$ cat src/rtl/shift_tx_pkg.sv
// shift_frame_tx shared types: FSM states, frame width, line levels.
// Optional even parity bit is enabled with SHIFT_TX_PARITY_EN.
package shift_tx_pkg;

  typedef enum logic [2:0] {
    IDLE,
    START,
    DATA,
    PARITY,
    STOP
  } tx_state_t;

  localparam int TX_DATA_W = 16;

  localparam logic TX_IDLE_LVL  = 1'b1;
  localparam logic TX_START_LVL = 1'b0;
  localparam logic TX_STOP_LVL  = 1'b1;

endpackage

$ cat src/rtl/shift_frame_tx_if.sv
// Parallel word handshake into the framed serial transmitter.
// Shared by all builds, with or without SHIFT_TX_PARITY_EN.
interface shift_frame_tx_if
  import shift_tx_pkg::*;
#(
  parameter int DATA_W = TX_DATA_W,
  parameter int DIV_W  = 8
);
  logic [DATA_W-1:0] word_in;
  logic              word_valid;
  logic              word_ready;
  logic              msb_first;
  logic [DIV_W-1:0]  baud_div;

  modport master (
    output word_in,
    output word_valid,
    output msb_first,
    output baud_div,
    input  word_ready
  );

  modport slave (
    input  word_in,
    input  word_valid,
    input  msb_first,
    input  baud_div,
    output word_ready
  );
endinterface

$ cat src/rtl/shift_tx_baud.sv
// Loadable bit-period down-counter; bit_end marks the last cycle of a bit.
// Independent of SHIFT_TX_PARITY_EN.
module shift_tx_baud #(
  parameter int DIV_W = 8
) (
  input  logic             clk,
  input  logic             reset_n,
  input  logic             load,
  input  logic [DIV_W-1:0] div,
  output logic             bit_end
);

  logic [DIV_W-1:0] cnt;

  always_ff @(posedge clk or negedge reset_n) begin
    if (!reset_n) begin
      cnt <= '0;
    end else if (load) begin
      cnt <= div;
    end else if (cnt != '0) begin
      cnt <= cnt - 1'b1;
    end
  end

  assign bit_end = (cnt == '0);

endmodule

$ cat src/rtl/shift_frame_tx.sv
// Framed serial transmitter: start bit, DATA_W data bits, stop bit.
// Define SHIFT_TX_PARITY_EN to insert an even parity bit before stop.
module shift_frame_tx
  import shift_tx_pkg::*;
#(
  parameter int DATA_W = TX_DATA_W,
  parameter int DIV_W  = 8
) (
  input  logic             clk,
  input  logic             reset_n,
  shift_frame_tx_if.slave  up,
  output logic             tx_out,
  output logic             busy,
  output logic             done
);

  tx_state_t         state;
  logic [DATA_W-1:0] word_q;
  logic              msb_q;
  logic [DIV_W-1:0]  div_q;
  logic [4:0]        bit_cnt;

  logic              accept;
  logic              bit_end;
  logic              load;
  logic [DIV_W-1:0]  div_sel;
  logic              last_bit;

  function automatic logic pick(
    input logic [DATA_W-1:0] w,
    input logic [4:0]        idx,
    input logic              msb
  );
    int i;
    i = int'(idx);
    return msb ? w[DATA_W-1-i] : w[i];
  endfunction

  assign up.word_ready = (state == IDLE);
  assign busy          = (state != IDLE);
  assign accept        = up.word_valid && up.word_ready;
  assign done          = (state == STOP) && bit_end;
  assign last_bit      = (bit_cnt == 5'(DATA_W-1));

  // The new divisor is used directly on accept; div_q is not loaded yet.
  assign load    = accept || (busy && bit_end);
  assign div_sel = accept ? up.baud_div : div_q;

  shift_tx_baud #(
    .DIV_W (DIV_W)
  ) u_baud (
    .clk     (clk),
    .reset_n (reset_n),
    .load    (load),
    .div     (div_sel),
    .bit_end (bit_end)
  );

  // tx_out is registered with the state, so it always carries
  // the level of the state being entered.
  always_ff @(posedge clk or negedge reset_n) begin
    if (!reset_n) begin
      state   <= IDLE;
      tx_out  <= TX_IDLE_LVL;
      word_q  <= '0;
      msb_q   <= 1'b0;
      div_q   <= '0;
      bit_cnt <= '0;
    end else begin
      unique case (state)
        IDLE: begin
          if (accept) begin
            state   <= START;
            tx_out  <= TX_START_LVL;
            word_q  <= up.word_in;
            msb_q   <= up.msb_first;
            div_q   <= up.baud_div;
            bit_cnt <= '0;
          end
        end
        START: begin
          if (bit_end) begin
            state   <= DATA;
            tx_out  <= pick(word_q, 5'd0, msb_q);
            bit_cnt <= '0;
          end
        end
        DATA: begin
          if (bit_end) begin
            if (last_bit) begin
`ifdef SHIFT_TX_PARITY_EN
              state  <= PARITY;
              tx_out <= ^word_q;
`else
              state  <= STOP;
              tx_out <= TX_STOP_LVL;
`endif
            end else begin
              bit_cnt <= bit_cnt + 5'd1;
              tx_out  <= pick(word_q, bit_cnt + 5'd1, msb_q);
            end
          end
        end
`ifdef SHIFT_TX_PARITY_EN
        PARITY: begin
          if (bit_end) begin
            state  <= STOP;
            tx_out <= TX_STOP_LVL;
          end
        end
`endif
        STOP: begin
          if (bit_end) begin
            state  <= IDLE;
            tx_out <= TX_IDLE_LVL;
          end
        end
        default: begin
          state  <= IDLE;
          tx_out <= TX_IDLE_LVL;
        end
      endcase
    end
  end

endmodule

$ cat src/flat_wrapper.sv
// flat-port wrapper written by rule: the top's interface ports become plain ports
module shift_frame_tx_flat import shift_tx_pkg::*;
#(
  parameter int DATA_W = TX_DATA_W,
  parameter int DIV_W  = 8
)
  (clk, reset_n, tx_out, busy, done, up_word_in, up_word_valid, up_msb_first, up_baud_div, up_word_ready);
  shift_frame_tx_if #(.DATA_W(DATA_W), .DIV_W(DIV_W)) up_i ();
  input  logic clk;
  input  logic reset_n;
  output logic tx_out;
  output logic busy;
  output logic done;
  input wire logic [$bits(up_i.word_in)-1:0] up_word_in;
  input wire logic [$bits(up_i.word_valid)-1:0] up_word_valid;
  input wire logic [$bits(up_i.msb_first)-1:0] up_msb_first;
  input wire logic [$bits(up_i.baud_div)-1:0] up_baud_div;
  output wire logic [$bits(up_i.word_ready)-1:0] up_word_ready;
  assign up_i.word_in = up_word_in;
  assign up_i.word_valid = up_word_valid;
  assign up_i.msb_first = up_msb_first;
  assign up_i.baud_div = up_baud_div;
  assign up_word_ready = up_i.word_ready;
  shift_frame_tx #(.DATA_W(DATA_W), .DIV_W(DIV_W)) u_core (.clk(clk), .reset_n(reset_n), .up(up_i), .tx_out(tx_out), .busy(busy), .done(done));
endmodule
$ cat config.mk
export PLATFORM = sky130hd
export DESIGN_NAME = shift_frame_tx_flat
export DESIGN_NICKNAME = d
export VERILOG_FILES = /design/src/rtl/shift_tx_pkg.sv /design/src/rtl/shift_frame_tx_if.sv /design/src/rtl/shift_tx_baud.sv /design/src/rtl/shift_frame_tx.sv /design/src/flat_wrapper.sv
export SDC_FILE = /design/constraint.sdc
export NUM_CORES = 1
export LEC_CHECK = 0
export CAP_MARGIN = 5
export CORE_MARGIN = 8
export CORE_UTILIZATION = 40
export DETAILED_ROUTE_END_ITERATION = 6
export GPL_ROUTABILITY_DRIVEN = 0
export SYNTH_ARGS = -nofsm -noshare
export SYNTH_HDL_FRONTEND = slang
export SYNTH_SLANG_ARGS = --single-unit
$ cat constraint.sdc
create_clock -name clk -period 2.9 [get_ports clk]
set_input_delay 0.87 -clock clk [delete_from_list [all_inputs] [get_ports clk]]
set_output_delay 0.87 -clock clk [all_outputs]
set_load 0.02 [all_outputs]
==> results of run 1 <==
## repair_timing
action / 4_1_cts / 5_1_grt
setup endpoints to repair: 1 / 0
setup buffers: 0 / 0
resized for setup: 1 / 0
## cells by family (layout without fill, tap and decap cells)
logic type               after synthesis  in the layout  share of synthesized area (%)
AND/OR/NAND/NOR                      135            135                           23.8
flip-flops                            42             42                           43.7
multiplexers                          17             17                           12.9
XOR/XNOR                               8              8                           2.91
adder cells (fa/ha/maj)                4              4                           2.08
buffers and inverters                 20             56                           3.59
AO/OA/AOI/OAI                         42             42                           10.9
## cell type report
type / count / area share [%]
flip-flops and latches: 42 / 35.9
well taps: 75 / 3.20
clock buffers: 6 / 2.82
clock inverters: 2 / 0.427
multi-input cells: 206 / 43.3
inverters: 6 / 0.769
repair buffers: 42 / 13.6
## state kept, by name, summed over array words and instances (netlist names)
register	cells
u_core.u_baud.cnt	8
u_core.word_q	16
u_core.msb_q	1
u_core.div_q	8
u_core.tx_out	1
u_core.state	3
u_core.bit_cnt	5
## metrics by stage
step	total power, W	util [%]
4_1_cts	0.00218	50.1
3_3_place_gp	0.00175	48.5
5_1_grt	0.00234	50.1
6_report	0.00215	50.1
2_1_floorplan	0.00152	-
3_5_place_dp	0.00177	48.5
## routing by layer
| metal | global-route usage (%) | up-vias | wire length [µm] |
|---|---|---|---|
| met1 | 20.4 | 895 | 2770 |
| met3 | 2.64 | 7 | 235 |
| met2 | 20.2 | 40 | 2370 |
| li1 | - | 990 | - |
| met4 | 4.76 | 0 | 80 |
| met5 | 0 | - | 0 |
## where the power goes
group	switching (W)	internal [W]
clock	0.000210	0.000192
combinational	0.000376	0.000391
sequential	0.000181	0.000804
total	0.000766	0.00139
## cell usage after synthesis, types with 3 or more instances
master	instances	area, µm²
xor2_1	6	52.6
nor2_1	21	78.8
clkbuf_1	9	33.8
ha_1	4	50.1
mux4_1	7	184
nand2_1	94	353
a21oi_1	14	70.1
inv_1	4	15.0
o21ai_0	12	60.1
buf_2	3	15.0
nand3_1	4	20.0
dfrtp_1	41	1030
nand2b_1	3	18.8
mux2i_1	6	60.1
## critical path, cell delays in order (launching register included)
cell	delay, ns
dfrtp_1	0.56
nor2_1	0.11
nand2_1	0.11
buf_4	0.18
clkdlybuf4s50_1	0.62
## worst min-delay path by stage
stage / cells after the start / slack, ns / endpoint
2_1_floorplan: 2 / 0.44 / u_core.div_q[2]
3_3_place_gp: 2 / 0.46 / u_core.div_q[4]
3_5_place_dp: 2 / 0.46 / u_core.div_q[4]
4_1_cts: 1 / 0.44 / u_core.u_baud.cnt[5]
5_1_grt: 1 / 0.44 / u_core.u_baud.cnt[5]
6_report: 1 / 0.43 / u_core.div_q[4]
==> flow_summary_export.csv, run 1 <==
group,metric,value,unit
routing,num_vias,1932,
floorplan,start_util,41.1,%
critical_path,setup.worst_path.end,"busy",
grt,overflow,0,
logic_synthesis,synth-seq-cells,42,
floorplan,die_w,93.6,µm
cts,cts_buffer_depth,2,
sta,period_share,94.8,%
logic_synthesis,ys_seq_area_share,43.7,%
placed_design,dpl_worst_slack,0.322,ns
critical_path,worstReg2RegStart,"u_core.bit_cnt[1]",
finish,n_antenna_cell,0,
sta,final.setup.worst_slack,0.150,ns
critical_path,cp-start-kind,"flip-flop",
logic_synthesis,syn-cell-area,2410,µm²
power,p_leak,1.33,nW
cts,cts.sinks,42,
critical_path,critPathMaxFanout,12,
sta,max_slew_margin,74.3,%
critical_path,reg2reg_depth,7,
logic_synthesis,synthArstFlopShare,100,%
finish,syn_to_final_growth,21.8,%
critical_path,cp-end-kind,"output pin",
sta,setup_tns,0,ns
finish,nFillCells,552,
floorplan,rows,28,
worst_hold_path,min_path_type,"in2async",
power,p_per_area,735,nW/µm²
sta,skew,0.00279,ns
finish,multiInputGateArea,1270,µm²
sta,hold_viol,0,
critical_path,worstPathRequired,2.03,ns
grt,grt_pass1_vias,2005,
sta,worst_pin_slew,0.380,ns
floorplan,ios,32,
routing,drt_iter0_drc,107,
run_status,status,"completed",
cts,hold_buffers,0,
grt,grt_max_degree,26,
cts,cts_buffers,5,
cts,cts_tree,"done",
finish,final_layout_size_suffix_gt1_share,10.5,%
finish,layout_commonest_cell,"nand2_1",
logic_synthesis,syn_inst,268,
logic_synthesis,yosys_warnings,0,
critical_path,reg2reg_to,"u_core.tx_out",
routing,viasPerCell,5.10,
flow_run,drv_cap,0,
routing,drc,0,
finish,regArea,1050,µm²
finish,fin_cells,379,
critical_path,criticalPathCategory,"reg2out",
placed_design,placedCellCount,371,
grt,grt_antenna_before_repair,0,
sta,hold-worst-slack,0.431,ns
grt,grt_usage,14.0,%
routing,wire_per_inst,14.4,µm
critical_path,rrSetupSlack,0.58,ns
sta,slew_violations,0,
cts,clk_pin_slew,0.08,ns
sta,rsz0062_at_grt,"no",
logic_synthesis,synth_edf_count,0,
finish,final_cell_mix,"94 x nand2_1, 41 x dfrtp_1, 29 x clkdlybuf4s50_1",
placed_design,dp_hpwl,3960,µm
power,ir_drop,0.335,mV
critical_path,crit_arrival,1.88,ns
routing,wl,5450,µm
critical_path,startpoint,"u_core.state[1]",
cts,clk_latency,0.29,ns
cts,htree_levels,2,
cts,cts_root_buf,"clkbuf_8",
logic_synthesis,syn_nets,300,
floorplan,die_h,93.6,µm
floorplan,core,5850,µm²
sta,max_freq,0.364,GHz
finish,nNetsFinal,335,
finish,postLayoutCellArea,2930,µm²
sta,finalSetupViolCount,0,
placed_design,dpl-instance-area,2840,µm²
floorplan,dieArea,8750,µm²
sta,fin_crit,2.75,ns
placed_design,portBuffers,31,
routing,drtPass1Iterations,4,
routing,ant_nets,0,
logic_synthesis,ys_types,43,
grt,grt_pass1_wl,9880,µm
logic_synthesis,synth-main-ff-cell,"dfrtp_1",
logic_synthesis,postSynthAreaPerCell,8.98,µm²
Note: power is estimated with default switching activity, not from simulation.
==> inputs of run 2 (changes only) <==
SYNTH_HIERARCHICAL = 1   (was default)
==> run 2 against run 1 <==
  * Die area fell by 0.77%
  * Combinational power up 59%
  * Critical path depth rose by 2
  * Count of clock-buffer cells in the layout rose by 1
  * Sequential power grew 4%
  * Utilization fell by 0.38 points
  * First-iteration DRC count fell by 55%
  * Critical path type unchanged
==> flow_summary_export.csv, run 2 <==
group,metric,value,unit
grt,grt_usage,12.3,%
logic_synthesis,synth_edf_count,0,
critical_path,cp-end-kind,"output pin",
sta,max_freq,0.362,GHz
grt,grt_pass1_wl,8540,µm
routing,drc,0,
finish,postLayoutCellArea,2910,µm²
critical_path,critPathMaxFanout,2,
routing,top_layer_used,"met4",
logic_synthesis,yosys.area.top_type,"dfrtp_1",
critical_path,cpPeakStageDelay,0.40,ns
routing,wl_met1,2370,µm
critical_path,cp_slowest_cell,"or3b_1",
cts,clk_latency,0.29,ns
critical_path,cp-start-kind,"flip-flop",
logic_synthesis,ys_types,52,
finish,nFillCells,555,
routing,num_vias,1727,
cts,cts.sinks,42,
logic_synthesis,synthArstFlopShare,100,%
logic_synthesis,synth-main-ff-cell,"dfrtp_1",
sta,period_share,95.3,%
finish,layout_commonest_cell,"dfrtp_1",
power,power_switching,0.000901,W
sta,slew_violations,0,
power,power_frac_comb,47.0,%
cts,clk_pin_slew,0.08,ns
placed_design,dp_hpwl,3690,µm
placed_design,dpl-instance-area,2830,µm²
floorplan,core,5850,µm²
routing,wl,5000,µm
floorplan,dieArea,8690,µm²
routing,ant_nets,0,
cts,htree_levels,2,
routing,viasPerCell,5.30,
critical_path,path_delay_family,"simple AND/OR/NAND/NOR gates",
logic_synthesis,postSynthAreaPerCell,11.5,µm²
sta,fin_crit,2.76,ns
power,p_leak,1.20,nW
routing,routed-wl-met3,215,µm
sta,finalSetupViolCount,0,
power,seq_power_share,39.4,%
power,p_per_area,894,nW/µm²
sta,worst_pin_slew,0.546,ns
logic_synthesis,synth_top_area_share,43.0,%
power,swShare,34.6,%
power,clkPwrFrac,13.7,%
placed_design,portBuffers,31,
cts,cts_buffer_depth,2,
logic_synthesis,netlist_top_cells_count,"41 x dfrtp_1, 31 x mux2_2, 12 x nand2_1, 12 x nor2_1, 8 x a21oi_1",
routing,wl_met2,2340,µm
finish,regArea,1050,µm²
finish,largest_reg_flops,16,
logic_synthesis,syn_nets,239,
logic_synthesis,synth_area_leaders,"dfrtp_1 43%, mux2_2 15%, mux4_2 2.8%, mux4_1 2.2%, mux2i_1 2.1%",
flow_run,drv_cap,0,
finish,syn_to_final_growth,22.0,%
cts,hold_buffers,0,
finish,n_antenna_cell,0,
power,p_int,0.00170,W
finish,multiInputGateArea,1230,µm²
run_status,status,"completed",
finish,top_register,"u_core/word_q",
cts,post_cts_buffers,0,
finish,reg_top3,"u_core/word_q x16, u_core/div_q x8, u_core/u_baud/cnt x8",
grt,grt_pass1_vias,1749,
logic_synthesis,synth-seq-cells,42,
routing,drt_iter0_drc,48,
sta,final.setup.worst_slack,0.135,ns
grt,grt_max_degree,43,
finish,final_cell_mix,"41 x dfrtp_1, 31 x mux2_2, 29 x clkdlybuf4s50_1",
floorplan,die_w,93.2,µm
floorplan,start_util,40.7,%
logic_synthesis,syn_inst,208,
power,ir_drop,0.369,mV
logic_synthesis,yosysMostFrequentCell,"dfrtp_1",
critical_path,criticalPathCategory,"reg2out",
finish,nNetsFinal,282,
finish,final_layout_size_suffix_gt1_share,25.1,%
logic_synthesis,ys_seq_area_share,44.1,%
cts,cts_buffers,5,
critical_path,path_cells,"inv_1 > ha_1 > or3b_1 > nor2_2 > nor4bb_2 > buf_2",
critical_path,crit_arrival,1.89,ns
sta,skew,0.00304,ns
routing,wire_per_inst,15.3,µm
critical_path,worst-path-buf-inv,2,
logic_synthesis,syn-cell-area,2380,µm²
sta,max_slew_margin,63.2,%
placed_design,dpl_worst_slack,-0.0251,ns
worst_hold_path,min_path_type,"reg2reg",
logic_synthesis,yosys_warnings,6,
floorplan,rows,28,
cts,cts_root_buf,"clkbuf_8",
floorplan,die_h,93.2,µm
cts,cts_tree,"done",
sta,hold_viol,0,
grt,overflow,0,
sta,rsz0062_at_grt,"no",
routing,drtPass1Iterations,4,
grt,grt_antenna_before_repair,0,
floorplan,ios,32,
finish,postLayoutCoreUtil,49.7,%
critical_path,worstPathRequired,2.03,ns
## run 2: changes by cell type in the layout (fill, tap and decap cells not counted), sizes merged, moves of 6 or more
cell / change
a21oi: -7
buf: +6
mux2: +33
nand2: -82
nor2: -9
o21ai: -6
## run 2: cell type report
cell class / count / share of cell area (%)
Tap cell: 75 / 3.23
Inverter: 6 / 0.775
Multi-Input combinational cell: 149 / 42.3
Clock buffer: 7 / 2.62
Timing Repair Buffer: 47 / 14.9
Sequential cell: 42 / 36.2
## run 2: worst register-to-register path, cell delays in order, from the launching register on
cell and delay [ns]:
dfrtp_1 0.38, inv_1 0.08, ha_1 0.17, or3b_1 0.40
nor2_2 0.17, buf_4 0.19, nand3b_1 0.08, a21oi_1 0.15
o21bai_1 0.11, buf_4 0.17, mux2_2 0.26
## run 2: what timing repair did
item	in CTS	in global routing
endpoints found under the setup margin	1	1
pin swaps	0	0
gates resized for setup	5	1
## run 2: per-stage QoR
stage / total power [W] / hold slack (ns) / cells / setup TNS [ns]
global placement: 0.00225 / 0.466 / 319 / 0
CTS: 0.00264 / 0.489 / 326 / 0
global route: 0.00283 / 0.519 / 326 / 0
floorplan: 0.00190 / 0.449 / 208 / 0
detailed placement: 0.00227 / 0.471 / 319 / -0.0251
finish: 0.00260 / 0.479 / 326 / 0
## run 2: power groups by stage
stage          logic [W]  clock network [W]  registers [W]
2_1_floorplan   0.000889                  0        0.00101
3_3_place_gp     0.00122                  0        0.00103
3_5_place_dp     0.00123                  0        0.00104
4_1_cts          0.00124           0.000378        0.00103
5_1_grt          0.00136           0.000405        0.00106
6_report         0.00122           0.000355        0.00102
## run 2: per-layer routing
metal  vias to the layer above  global-route usage, %
met4                         0                   4.83
met1                       828                   16.5
li1                        864                      -
met2                        29                   18.5
met5                         -                      0
met3                         6                   3.13
## run 2: final timing paths
kind                                 startpoint                end  slack, ns  depth (start not counted)
setup / recovery           u_core/u_baud/cnt[0]               done       0.14                          6
hold / removal                u_core/bit_cnt[4]  u_core/bit_cnt[4]       0.48                          2
setup reg to reg           u_core/u_baud/cnt[0]  u_core/bit_cnt[0]       0.63                         10
hold reg to reg               u_core/bit_cnt[4]  u_core/bit_cnt[4]       0.48                          2
max in group asynchronous               reset_n      u_core/tx_out       1.88                          2
min in group asynchronous               reset_n  u_core/word_q[10]       0.64                          2
## run 2: kinds of logic after synthesis
family                   after synthesis  share of synthesized area (%)
AO/OA/AOI/OAI                         40                           11.6
XOR/XNOR                               4                           1.79
adder cells (fa/ha/maj)                3                           1.57
buffers and inverters                 17                           4.62
flip-flops                            42                           44.1
multiplexers                          45                           23.7
AND/OR/NAND/NOR                       57                           12.6
